File: src/rtl/alu_muldiv_pipe.sv
// Execute-stage ALU with registered results, single-cycle logic/shift/compare ops
// and multi-cycle unsigned shift-add multiply and restoring divide.
module alu_muldiv_pipe #(
    parameter int WIDTH = 16
) (
    input  logic             clk,
    input  logic             rst,
    input  logic             in_valid,
    output logic             in_ready,
    input  logic [3:0]       alu_op,
    input  logic [WIDTH-1:0] operand_a,
    input  logic [WIDTH-1:0] operand_b,
    output logic             out_valid,
    output logic [WIDTH-1:0] alu_result,
    output logic [WIDTH-1:0] alu_hi,
    output logic             zero,
    output logic             div_by_zero
);

    localparam int SHAMT_W = $clog2(WIDTH);
    localparam int CNT_W   = SHAMT_W + 1;

    localparam logic [3:0] OP_ADD  = 4'd0;
    localparam logic [3:0] OP_SUB  = 4'd1;
    localparam logic [3:0] OP_AND  = 4'd2;
    localparam logic [3:0] OP_OR   = 4'd3;
    localparam logic [3:0] OP_XOR  = 4'd4;
    localparam logic [3:0] OP_NOR  = 4'd5;
    localparam logic [3:0] OP_SLT  = 4'd6;
    localparam logic [3:0] OP_SLTU = 4'd7;
    localparam logic [3:0] OP_SLL  = 4'd8;
    localparam logic [3:0] OP_SRL  = 4'd9;
    localparam logic [3:0] OP_SRA  = 4'd10;
    localparam logic [3:0] OP_MULU = 4'd11;
    localparam logic [3:0] OP_DIVU = 4'd12;

    typedef enum logic [1:0] {
        ST_IDLE = 2'd0,
        ST_MUL  = 2'd1,
        ST_DIV  = 2'd2
    } state_e;

    // Handshake: an operation is taken on a rising edge where in_valid && in_ready;
    // upstream keeps its inputs stable while in_ready is low.
    state_e             state_q, state_d;
    logic [CNT_W-1:0]   cnt_q, cnt_d;
    logic [WIDTH-1:0]   a_q, a_d;
    logic [WIDTH-1:0]   b_q, b_d;
    logic [WIDTH-1:0]   lo_q, lo_d;
    logic [WIDTH-1:0]   hi_q, hi_d;
    logic [WIDTH-1:0]   result_q, result_d;
    logic [WIDTH-1:0]   alu_hi_q, alu_hi_d;
    logic               out_valid_q, out_valid_d;
    logic               dbz_q, dbz_d;

    logic               accept;
    logic [SHAMT_W-1:0] shamt;
    logic [WIDTH-1:0]   sc_result;

    logic [WIDTH:0]     mul_sum;
    logic [2*WIDTH:0]   mul_shift;
    logic [WIDTH-1:0]   mul_lo_nx;
    logic [WIDTH-1:0]   mul_hi_nx;

    logic [WIDTH:0]     div_trial;
    logic [WIDTH:0]     div_diff;
    logic               div_ge;
    logic [WIDTH-1:0]   div_rem_nx;
    logic [WIDTH-1:0]   div_quo_nx;

    assign in_ready = (state_q == ST_IDLE);
    assign accept   = in_valid && in_ready;
    assign shamt    = operand_b[SHAMT_W-1:0];

    always_comb begin
        sc_result = '0;
        case (alu_op)
            OP_ADD:  sc_result = operand_a + operand_b;
            OP_SUB:  sc_result = operand_a - operand_b;
            OP_AND:  sc_result = operand_a & operand_b;
            OP_OR:   sc_result = operand_a | operand_b;
            OP_XOR:  sc_result = operand_a ^ operand_b;
            OP_NOR:  sc_result = ~(operand_a | operand_b);
            OP_SLT:  sc_result = {{(WIDTH-1){1'b0}}, $signed(operand_a) < $signed(operand_b)};
            OP_SLTU: sc_result = {{(WIDTH-1){1'b0}}, operand_a < operand_b};
            OP_SLL:  sc_result = operand_a << shamt;
            OP_SRL:  sc_result = operand_a >> shamt;
            OP_SRA:  sc_result = unsigned'($signed(operand_a) >>> shamt);
            default: sc_result = '0;
        endcase
    end

    // Multiply step: {hi,lo} holds the running product with the unused multiplier
    // bits in lo; add multiplicand into hi when lo[0] is set, then shift right.
    always_comb begin
        mul_sum   = {1'b0, hi_q} + (lo_q[0] ? {1'b0, a_q} : {(WIDTH+1){1'b0}});
        mul_shift = {mul_sum, lo_q};
        mul_lo_nx = mul_shift[WIDTH:1];
        mul_hi_nx = mul_shift[2*WIDTH:WIDTH+1];
    end

    // Divide step: hi is the partial remainder, lo shifts dividend bits out and
    // quotient bits in.
    always_comb begin
        div_trial  = {hi_q, lo_q[WIDTH-1]};
        div_diff   = div_trial - {1'b0, b_q};
        div_ge     = (div_trial >= {1'b0, b_q});
        div_rem_nx = div_ge ? div_diff[WIDTH-1:0] : div_trial[WIDTH-1:0];
        div_quo_nx = {lo_q[WIDTH-2:0], div_ge};
    end

    always_comb begin
        state_d     = state_q;
        cnt_d       = cnt_q;
        a_d         = a_q;
        b_d         = b_q;
        lo_d        = lo_q;
        hi_d        = hi_q;
        result_d    = result_q;
        alu_hi_d    = alu_hi_q;
        out_valid_d = 1'b0;
        dbz_d       = 1'b0;

        case (state_q)
            ST_IDLE: begin
                if (accept) begin
                    if (alu_op == OP_MULU) begin
                        state_d = ST_MUL;
                        cnt_d   = CNT_W'(WIDTH);
                        a_d     = operand_a;
                        b_d     = operand_b;
                        lo_d    = operand_b;
                        hi_d    = '0;
                    end else if (alu_op == OP_DIVU) begin
                        state_d = ST_DIV;
                        cnt_d   = CNT_W'(WIDTH);
                        a_d     = operand_a;
                        b_d     = operand_b;
                        lo_d    = operand_a;
                        hi_d    = '0;
                    end else begin
                        result_d    = sc_result;
                        alu_hi_d    = '0;
                        out_valid_d = 1'b1;
                    end
                end
            end
            ST_MUL: begin
                lo_d  = mul_lo_nx;
                hi_d  = mul_hi_nx;
                cnt_d = cnt_q - 1'b1;
                if (cnt_q == CNT_W'(1)) begin
                    state_d     = ST_IDLE;
                    result_d    = mul_lo_nx;
                    alu_hi_d    = mul_hi_nx;
                    out_valid_d = 1'b1;
                end
            end
            ST_DIV: begin
                lo_d  = div_quo_nx;
                hi_d  = div_rem_nx;
                cnt_d = cnt_q - 1'b1;
                if (cnt_q == CNT_W'(1)) begin
                    state_d     = ST_IDLE;
                    out_valid_d = 1'b1;
                    // Divide by zero reports all-ones quotient and the dividend as remainder.
                    if (b_q == '0) begin
                        result_d = '1;
                        alu_hi_d = a_q;
                        dbz_d    = 1'b1;
                    end else begin
                        result_d = div_quo_nx;
                        alu_hi_d = div_rem_nx;
                    end
                end
            end
            default: state_d = ST_IDLE;
        endcase
    end

    always_ff @(posedge clk) begin
        if (rst) begin
            state_q     <= ST_IDLE;
            cnt_q       <= '0;
            a_q         <= '0;
            b_q         <= '0;
            lo_q        <= '0;
            hi_q        <= '0;
            result_q    <= '0;
            alu_hi_q    <= '0;
            out_valid_q <= 1'b0;
            dbz_q       <= 1'b0;
        end else begin
            state_q     <= state_d;
            cnt_q       <= cnt_d;
            a_q         <= a_d;
            b_q         <= b_d;
            lo_q        <= lo_d;
            hi_q        <= hi_d;
            result_q    <= result_d;
            alu_hi_q    <= alu_hi_d;
            out_valid_q <= out_valid_d;
            dbz_q       <= dbz_d;
        end
    end

    assign out_valid   = out_valid_q;
    assign alu_result  = result_q;
    assign alu_hi      = alu_hi_q;
    assign zero        = (result_q == '0);
    assign div_by_zero = dbz_q;

endmodule
File: config.mk
export PLATFORM = sky130hd
export DESIGN_NAME = alu_muldiv_pipe
export DESIGN_NICKNAME = d
export VERILOG_FILES = /design/src/rtl/alu_muldiv_pipe.sv
export SDC_FILE = /design/constraint.sdc
export NUM_CORES = 1
export LEC_CHECK = 0
export ABC_AREA = 1
export BUFFER_PORTS_ARGS = -buffer_cell sky130_fd_sc_hd__buf_2
export CAP_MARGIN = 10
export CELL_PAD_IN_SITES_DETAIL_PLACEMENT = 0
export CELL_PAD_IN_SITES_GLOBAL_PLACEMENT = 1
export CORE_MARGIN = 2
export CORE_UTILIZATION = 35
export DETAILED_ROUTE_END_ITERATION = 8
export PLACE_DENSITY = 0.73
export SLEW_MARGIN = 5
export SYNTH_ARGS = -nofsm -noshare
export SYNTH_HDL_FRONTEND = slang
export SYNTH_SLANG_ARGS = --single-unit
File: constraint.sdc
create_clock -name clk -period 2.5 [get_ports clk]
set_input_delay 0.375 -clock clk [delete_from_list [all_inputs] [get_ports clk]]
set_output_delay 0.375 -clock clk [all_outputs]
set_load 0.005 [all_outputs]
==> results.ini, run 1 <==
[final_layout]
diodes = 0
layout_commonest_cell = nand2_1
fin_cells = 2483
finalNetCount = 2208
final_cell_mix = nand2_1, inv_1, a21oi_1, buf_4, nand3_1
final.fill_count = 3524
drive_above_1_share_pct = 16.2
area_delta_synth_final_pct = 20.4

[critical_path]
worstSetupStartpointType = register
r2r_cells = 16
worst-endpoint-required_ns = 2.73
worst_path_most_repeated_cell = nand2_1
path_max_fanout = 5
critPathKind = register to register
crit_path_end_kind = register
crit_chain = nand2_1 > inv_1 > ha_1 > inv_1 > fa_1 > inv_1 > nand3_1 > nand2_2 > nand2_1 > nand2_2 > a21oi_2 > or2_2 > nand3_1 > nand2_1 > nand2_1 > a21oi_1
critPathSlowestCell = fa_1
max_stage_delay_ns = 0.39
cp.arrival_ns = 2.54

[hold_path]
whs_path_depth = 3
hp-class = primary input to register

[power]
total_power_mw = 8.79
p_comb_share_pct = 58.2
switching_share_pct = 49.6
pwr-share-clk_pct = 17.1
power_density_nw_per_um2 = 656
seq_power_share_pct = 24.7
power_leakage_nw = 6.69
ir_drop_v = 0.000459
power_switching_mw = 4.36
p_int_mw = 4.43

[grt]
track_usage_pct = 30.3
grt-ovfl-total = 0
grt_pass1_wl_mm = 76.4
grt_pass1_vias = 13100
grt_max_degree = 65
antenna_found_initial = 0

[route]
via_per_inst = 5.37
wl_per_cell_um = 20.3
drt_iter0_markers = 965
ant_nets = 0
dr.pass1.iters = 5
wl_mm = 50.3
vias = 13300
drc = 0

[floorplanning]
rows = 65
coreArea_sq_um = 31400
initial_core_util_pct = 35.4
die_h_um = 182
die-area_sq_um = 33200
pin_count = 75
fp.dieW_um = 182

[sta]
fmax_ghz = 0.432
worst_slack_ns = 0.184
finalClockSkew_ns = 0.0246
setup-violations-final = 0
rsz0062_at_grt = no
timing.final.crit_share_pct = 92.6
tightestPinTransition_ns = 0.662
slew_viol_final = 0
final-hold-violation-count = 0
fin_crit_ns = 2.32
slew_headroom_pct = 55.9

[placed_design]
port_buffers = 74
dp.cells = 2466
pre_cts_ws_ns = -0.176
gp_congestion = 0.986
dp_hpwl_mm = 41.3

[cts]
root_buffer = clkbuf_16
clock_latency_ns = 0.37
cts.sinks = 105
cts_buffers = 9
holdBufCountCts = 0
clk_pin_slew_ns = 0.09
cts_tree = yes
clockBufferDepth = 2
ctsHtreeMaxLevel = 3

[synth]
synth.area.top_cells = dfxtp_1, nand2_1, ha_1, a21oi_1, inv_1
netlist_instances = 1907
yosysUniqueCellTypes = 53
syn_avg_cell_area_sq_um = 5.83
synth.largest_area_cell = dfxtp_1
ys_seq_elements = 105
yosysTopAreaCellShare_pct = 18.9
syn_area_sq_um = 11100
ys_warn_count = 0
ys_seq_area_share_pct = 18.9
syn_nets = 2039

[job]
max-cap-violations = 0

[run_status]
status = complete, no violations

-- layout make-up --
| cell class | instances | area [sq um] | share of cell area (%) |
|---|---|---|---|
| multi-input combinational | 1486 | 7910 | 59.1 |
| sequential | 105 | 2110 | 15.8 |
| timing repair buffer | 240 | 1670 | 12.5 |
| inverter | 234 | 881 | 6.58 |
| tap | 402 | 503 | 3.76 |
| clock buffer | 9 | 225 | 1.68 |
| clock inverter | 7 | 82.6 | 0.617 |
-- final timing paths --
check,slack [ns],from,end
setup / recovery,0.18,lo_q[0],alu_hi[9]
hold / removal,0.36,operand_a[9],a_q[9]
setup reg to reg,0.18,lo_q[0],alu_hi[9]
hold reg to reg,0.47,alu_hi[12],alu_hi[12]
-- sequential cells by signal (all words and copies together), names as in the netlist, 2 cells and up --
name	cells
cnt_q	5
state_q	2
b_q	16
lo_q	16
hi_q	16
alu_result	16
alu_hi	16
a_q	16
-- routing by layer --
layer | part of all wire [%] | vias to the layer above | wire length (um) | global-route usage [%]
met4 | 5.8 | 0 | 2930 | 16.4
met2 | 48 | 428 | 24300 | 53.5
met5 | 0 | - | 0 | 0
li1 | - | 6639 | - | -
met3 | 4.6 | 110 | 2290 | 3.23
met1 | 41 | 6163 | 20800 | 35.9
-- stage by stage --
step / instance area (sq um) / hold slack, ns / util, % / TNS (ns)
finish: 13400 / 0.360 / 42.6 / 0
floorplan: 11100 / 0.444 / - / 0
CTS: 13200 / 0.344 / 42.2 / 0
detailed placement: 12900 / 0.457 / 41.2 / -0.294
global placement: 12900 / 0.450 / 41.2 / -0.287
global route: 13400 / 0.369 / 42.6 / 0
-- cell families after synthesis --
group,synth area share (%)
xor gates and xnor gates,0.709
muxes,0.0900
DFF,18.9
buffers and inverters,11.1
AOI/OAI and AO/OA,22.1
and+or+nand+nor,36.3
adders and majority gates,10.7
-- power by group through the flow --
stage	combinational [mW]	sequential (mW)	clock, mW
after CTS	5.01	2.17	1.53
after detailed placement	4.99	2.20	0
final	5.11	2.17	1.50
after floorplan	3.13	2.15	0
after global routing	5.67	2.21	1.60
after global placement	4.97	2.20	0
-- cell usage after synthesis, drive strengths merged --
cell type	number
and2	9
dfxtp	105
mux2i	1
clkbuf	51
or2	15
clkinv	2
o221ai	3
a21boi	1
xnor2	3
buf	31
a221oi	1
nand2	547
and3	1
o2111a	1
nor2b	1
o22ai	22
nor3b	1
o31ai	3
nand4	24
o211ai	8
inv	232
nor3	19
o21a	8
a21oi	189
ha	89
a31oi	3
o21ai	180
nor4	6
or4	2
o2111ai	1
nor2	132
nand3	162
xor2	6
a211oi	19
a21o	4
nand3b	13
o21bai	8
fa	4
-- worst max-delay path, delay by kind of cell, from the launching register on --
family / cells / cell delay (ns)
AND/OR/NAND/NOR: 9 / 0.96
flip-flops: 1 / 0.36
buffers and inverters: 3 / 0.21
AO/OA/AOI/OAI: 2 / 0.13
adder cells (fa/ha/maj): 2 / 0.54
-- what timing repair did --
action	4_1_cts	5_1_grt
endpoints found under the setup margin	0	33
gates resized for setup	0	36
buffers inserted	0	1
Power figures use the tool's default switching activity.
==> run 2: changes to the inputs <==
--- a/config.mk
+++ b/config.mk
@@ -8,12 +8,13 @@
 export ABC_AREA = 1
 export BUFFER_PORTS_ARGS = -buffer_cell sky130_fd_sc_hd__buf_2
 export CAP_MARGIN = 10
-export CELL_PAD_IN_SITES_DETAIL_PLACEMENT = 0
+export CELL_PAD_IN_SITES_DETAIL_PLACEMENT = 1
 export CELL_PAD_IN_SITES_GLOBAL_PLACEMENT = 1
 export CORE_MARGIN = 2
-export CORE_UTILIZATION = 35
+export CORE_UTILIZATION = 39
+export CTS_CLUSTER_SIZE = 25
 export DETAILED_ROUTE_END_ITERATION = 8
-export PLACE_DENSITY = 0.73
+export PLACE_DENSITY = 0.8
 export SLEW_MARGIN = 5
 export SYNTH_ARGS = -nofsm -noshare
 export SYNTH_HDL_FRONTEND = slang
==> results.ini, run 2 (synthesis results as in run 1) <==
[power]
ir_drop_v = 0.000358
power_density_nw_per_um2 = 685
total_power_mw = 9.22
power_leakage_nw = 6.71
switching_share_pct = 51.2
power_switching_mw = 4.72
p_int_mw = 4.50
pwr-share-clk_pct = 16.6
seq_power_share_pct = 23.7
p_comb_share_pct = 59.7

[critical_path]
reg2reg_to = hi_q[0]
crit_path_end_kind = register
worst-endpoint-required_ns = 2.75
path_max_fanout = 4
r2r_setup_slack_ns = 0.10
r2r_start = hi_q[7]
critPathKind = primary input to register
cp.arrival_ns = 2.67
worstSetupStartpointType = primary input
r2r_cells = 14

[floorplanning]
die-area_sq_um = 29900
coreArea_sq_um = 27900
rows = 61
initial_core_util_pct = 39.8
pin_count = 75
die_h_um = 173
fp.dieW_um = 173

[final_layout]
layout_commonest_cell = nand2_1
finalNetCount = 2211
final_cell_mix = nand2_1, inv_1, a21oi_1, buf_4, nand3_1
final.fill_count = 3945
area_delta_synth_final_pct = 20.9
drive_above_1_share_pct = 16.5

[sta]
tightestPinTransition_ns = 0.859
slew_viol_final = 0
fmax_ghz = 0.414
rsz0062_at_grt = yes
slew_headroom_pct = 42.5
finalClockSkew_ns = 0.0244
worst_slack_ns = 0.0843
fin_crit_ns = 2.42
setup-violations-final = 0
timing.final.crit_share_pct = 96.6
final-hold-violation-count = 0

[grt]
grt_max_degree = 65
grt-ovfl-total = 0
antenna_found_initial = 2
grt_pass1_wl_mm = 82.5
grt_pass1_vias = 14400
track_usage_pct = 35.4

[placed_design]
gp_congestion = 1.06
port_buffers = 74
pre_cts_ws_ns = -0.216
dp_hpwl_mm = 43.6

[route]
ant_nets = 0
dr.pass1.iters = 5
via_per_inst = 5.72
drc = 0
wl_per_cell_um = 22.0
drt_iter0_markers = 1160
wl_mm = 54.3
vias = 14100

[hold_path]
worstHoldEndpoint = a_q[9]
hold_start = operand_a[9]
hp-class = primary input to register
whs_path_depth = 3

[cts]
cts_setup_buffers = 0
clk_pin_slew_ns = 0.09
clock_latency_ns = 0.37
cts_tree = yes
ctsHtreeMaxLevel = 3
root_buffer = clkbuf_16
clockBufferDepth = 2
cts.sinks = 105
cts_buffers = 9

[job]
max-cap-violations = 0

[run_status]
status = complete, no violations

[run 2: power by group through the flow]
stage	sequential, mW	combinational, mW	clock (mW)
3_5_place_dp	2.21	5.20	0
2_1_floorplan	2.15	3.13	0
4_1_cts	2.17	5.28	1.53
3_3_place_gp	2.19	5.06	0
5_1_grt	2.22	5.97	1.60
6_report	2.19	5.50	1.53
[run 2: area by class of cell]
class	instances	area, sq um	share of cell area [%]
sequential	105	2110	15.7
clock buffer	9	225	1.67
tap	378	473	3.52
multi-input combinational	1487	7990	59.4
clock inverter	7	80.1	0.595
inverter	234	882	6.56
antenna	1	2.50	0.0186
timing repair buffer	242	1690	12.6
[run 2: worst max path at each step]
stage | cells past startpoint | start | slack (ns) | to
detailed placement | 10 | operand_a[0] | -0.22 | alu_result[2]
CTS | 14 | hi_q[10] | 0.004 | hi_q[0]
finish | 10 | operand_a[0] | 0.08 | alu_result[2]
floorplan | 16 | operand_b[2] | 0.02 | alu_result[15]
global placement | 10 | operand_a[0] | -0.21 | alu_result[2]
global route | 14 | hi_q[7] | -0.07 | hi_q[8]
[run 2: per-stage QoR]
step / TNS, ns / hold WS, ns / util [%] / instances / cell area, sq um
after floorplan: 0 / 0.444 / - / 1907 / 11100
after global placement: -0.292 / 0.451 / 46.2 / 2445 / 12900
after detailed placement: -0.403 / 0.460 / 46.2 / 2445 / 12900
after global routing: -0.187 / 0.385 / 48.1 / 2462 / 13400
final: 0 / 0.365 / 48.1 / 2463 / 13400
after CTS: 0 / 0.363 / 47.4 / 2461 / 13200
[run 2: timing repair]
action | CTS | global route
gates resized for setup | 4 | 39
endpoints found under the setup margin | 1 | 36
hold buffers | 0 | 0
pin swaps | 0 | 5
cloned | 0 | 1
[run 2: per-layer routing]
layer  track usage, %  routed length, um  up-vias
met2             61.5              25600      532
met1             42.6              22000     6752
met3             3.76               2960      164
met4             19.6               3670        2
met5                0                 13        -
li1                 -                  -     6646
[run 2: worst max-delay path, cell delays in order]
cell      delay (ns)
buf_2           0.13
ha_1            0.24
fa_1            0.44
or2_2           0.32
nand3_1         0.09
nand3_1         0.08
a211oi_1        0.45
o211ai_1        0.24
nand2_1         0.20
a21oi_1         0.10
==> run 3: changes to the inputs <==
--- a/config.mk
+++ b/config.mk
@@ -11,10 +11,11 @@
 export CELL_PAD_IN_SITES_DETAIL_PLACEMENT = 1
 export CELL_PAD_IN_SITES_GLOBAL_PLACEMENT = 1
 export CORE_MARGIN = 2
-export CORE_UTILIZATION = 39
+export CORE_UTILIZATION = 43
 export CTS_CLUSTER_SIZE = 25
 export DETAILED_ROUTE_END_ITERATION = 8
-export PLACE_DENSITY = 0.8
+export PLACE_DENSITY = 0.84
+export REMOVE_ABC_BUFFERS = 1
 export SLEW_MARGIN = 5
 export SYNTH_ARGS = -nofsm -noshare
 export SYNTH_HDL_FRONTEND = slang
==> constraint.sdc (replaced) <==
create_clock -name clk -period 2.4 [get_ports clk]
set_input_delay 0.36 -clock clk [delete_from_list [all_inputs] [get_ports clk]]
set_output_delay 0.36 -clock clk [all_outputs]
set_load 0.005 [all_outputs]
==> results.ini, run 3 (synthesis results as in run 1) <==
[floorplanning]
rows = 58
die-area_sq_um = 27200
die_h_um = 165
pin_count = 75
fp.dieW_um = 165
initial_core_util_pct = 44.0
coreArea_sq_um = 25300

[power]
power_density_nw_per_um2 = 724
ir_drop_v = 0.000639
pwr-share-clk_pct = 16.5
power_switching_mw = 5.14
power_leakage_nw = 6.83
switching_share_pct = 52.0
seq_power_share_pct = 23.3
p_int_mw = 4.73
total_power_mw = 9.87
p_comb_share_pct = 60.1

[final_layout]
finalNetCount = 2231
area_delta_synth_final_pct = 22.5
drive_above_1_share_pct = 18.4
finish.utilization_pct = 54.0
final_cell_mix = nand2_1, inv_1, a21oi_1, buf_4, nand3_1
diodes = 0
layout_commonest_cell = nand2_1
final_area_sq_um = 13600

[route]
via_per_inst = 6.05
ant_nets = 0
dr.pass1.iters = 7
wl_mm = 56.6
drt_iter0_markers = 1234
wl_per_cell_um = 23.3
drc = 0
vias = 14700

[cts]
cts.sinks = 105
root_buffer = clkbuf_16
clock_latency_ns = 0.39
cts_buffers = 9
clockBufferDepth = 2
cts_tree = yes
ctsHtreeMaxLevel = 3
holdBufCountCts = 0
clk_pin_slew_ns = 0.09

[run_status]
status = finished with violations
violations = setup timing

[critical_path]
startpoint = hi_q[9]
worst_path_most_repeated_cell = nand2_1
worstSetupStartpointType = register
crit_path_end_kind = register
crit_path_end = alu_hi[5]
crit_chain = ha_4 > nand2_1 > inv_2 > nand2_1 > nor2_2 > nand2_1 > nor2_2 > nor2_4 > buf_4 > nand3_1 > nand3_1 > nand3_1 > nand2_1 > nand2_1 > a21oi_1
path_delay_family = simple AND/OR/NAND/NOR gates
r2r_setup_slack_ns = -0.12
max_stage_delay_ns = 0.63
reg2reg_to = alu_hi[5]
worst-path-stages = 15
cp.arrival_ns = 2.83
critPathKind = register to register
r2r_start = hi_q[9]
worst-endpoint-required_ns = 2.71
path_buf_inv = 2
path_max_fanout = 6
r2r_cells = 15
critPathSlowestCell = dfxtp_1

[placed_design]
gp_congestion = 1.05
placed_cell_area_sq_um = 13000
dp_hpwl_mm = 43.8
port_buffers = 74

[grt]
grt_pass1_vias = 14700
top_usage_layer = met2
grt_max_degree = 65
met1_usage_pct = 48.1
gr-usage-met2_pct = 66.9
grt-ovfl-total = 0
antenna_found_initial = 0
grt_pass1_wl_mm = 82.6
grt_util_met3_pct = 5.80
track_usage_pct = 40.2

[sta]
fmax_ghz = 0.398
fin_crit_ns = 2.52
final-hold-violation-count = 0
slew_headroom_pct = 58.4
timing.final.crit_share_pct = 105
finalClockSkew_ns = 0.0239
setup-violations-final = 25
worst_slack_ns = -0.115
rsz0062_at_grt = yes
tightestPinTransition_ns = 0.625
slew_viol_final = 0
holdWs_ns = 0.400

[job]
max-cap-violations = 0

[hold_path]
hp-class = primary input to register

-- run 3: how the worst min path moves through the flow --
stage             startpoint          to  slack (ns)  cells past startpoint
2_1_floorplan            rst   alu_hi[0]        0.43                      1
3_3_place_gp      alu_hi[12]  alu_hi[12]        0.45                      2
3_5_place_dp      alu_hi[10]  alu_hi[10]        0.46                      2
4_1_cts         operand_a[5]      a_q[5]        0.39                      4
5_1_grt        operand_a[14]     a_q[14]        0.41                      3
6_report        operand_a[5]      a_q[5]        0.40                      4
-- run 3: metrics by stage --
stage / cells / setup TNS, ns / setup WS, ns
after floorplan: 1825 / -0.116 / -0.0681
after global placement: 2416 / -0.111 / -0.103
after detailed placement: 2416 / -1.02 / -0.119
after CTS: 2432 / 0 / 0.0000975
after global routing: 2434 / -4.73 / -0.242
final: 2434 / -1.50 / -0.115
-- run 3: per-layer routing --
layer | routed length [um] | vias to the layer above | part of all wire, %
met1 | 22400 | 7180 | 40
met2 | 25600 | 636 | 45
met4 | 4550 | 0 | 8.0
met5 | 0 | - | 0
met3 | 4030 | 238 | 7.1
li1 | - | 6674 | -
-- run 3: power by group through the flow --
stage / clock, mW / combinational [mW] / sequential (mW)
floorplan: 0 / 2.99 / 2.26
global placement: 0 / 5.30 / 2.31
detailed placement: 0 / 5.49 / 2.32
CTS: 1.64 / 5.57 / 2.29
global route: 1.68 / 6.33 / 2.33
finish: 1.63 / 5.93 / 2.30
-- run 3: timing repair --
item	4_1_cts	5_1_grt
endpoints found under the hold margin	0	0
gates resized for setup	7	62
setup endpoints to repair	7	36
cloned	0	0
setup buffers	0	2
pin swaps	0	8
-- run 3: area by class of cell --
| type | count | area, sq um |
|---|---|---|
| inverters | 234 | 882 |
| flip-flops and latches | 105 | 2110 |
| fillers | 3591 | 11600 |
| multi-input cells | 1486 | 8050 |
| well taps | 330 | 413 |
| clock inverters | 7 | 86.3 |
| clock buffers | 9 | 225 |
| repair buffers | 263 | 1860 |
-- run 3: worst min-delay path: stages --
cell and delay, ns:
buf_2 0.11, inv_1 0.07, buf_4 0.14, a21oi_1 0.06
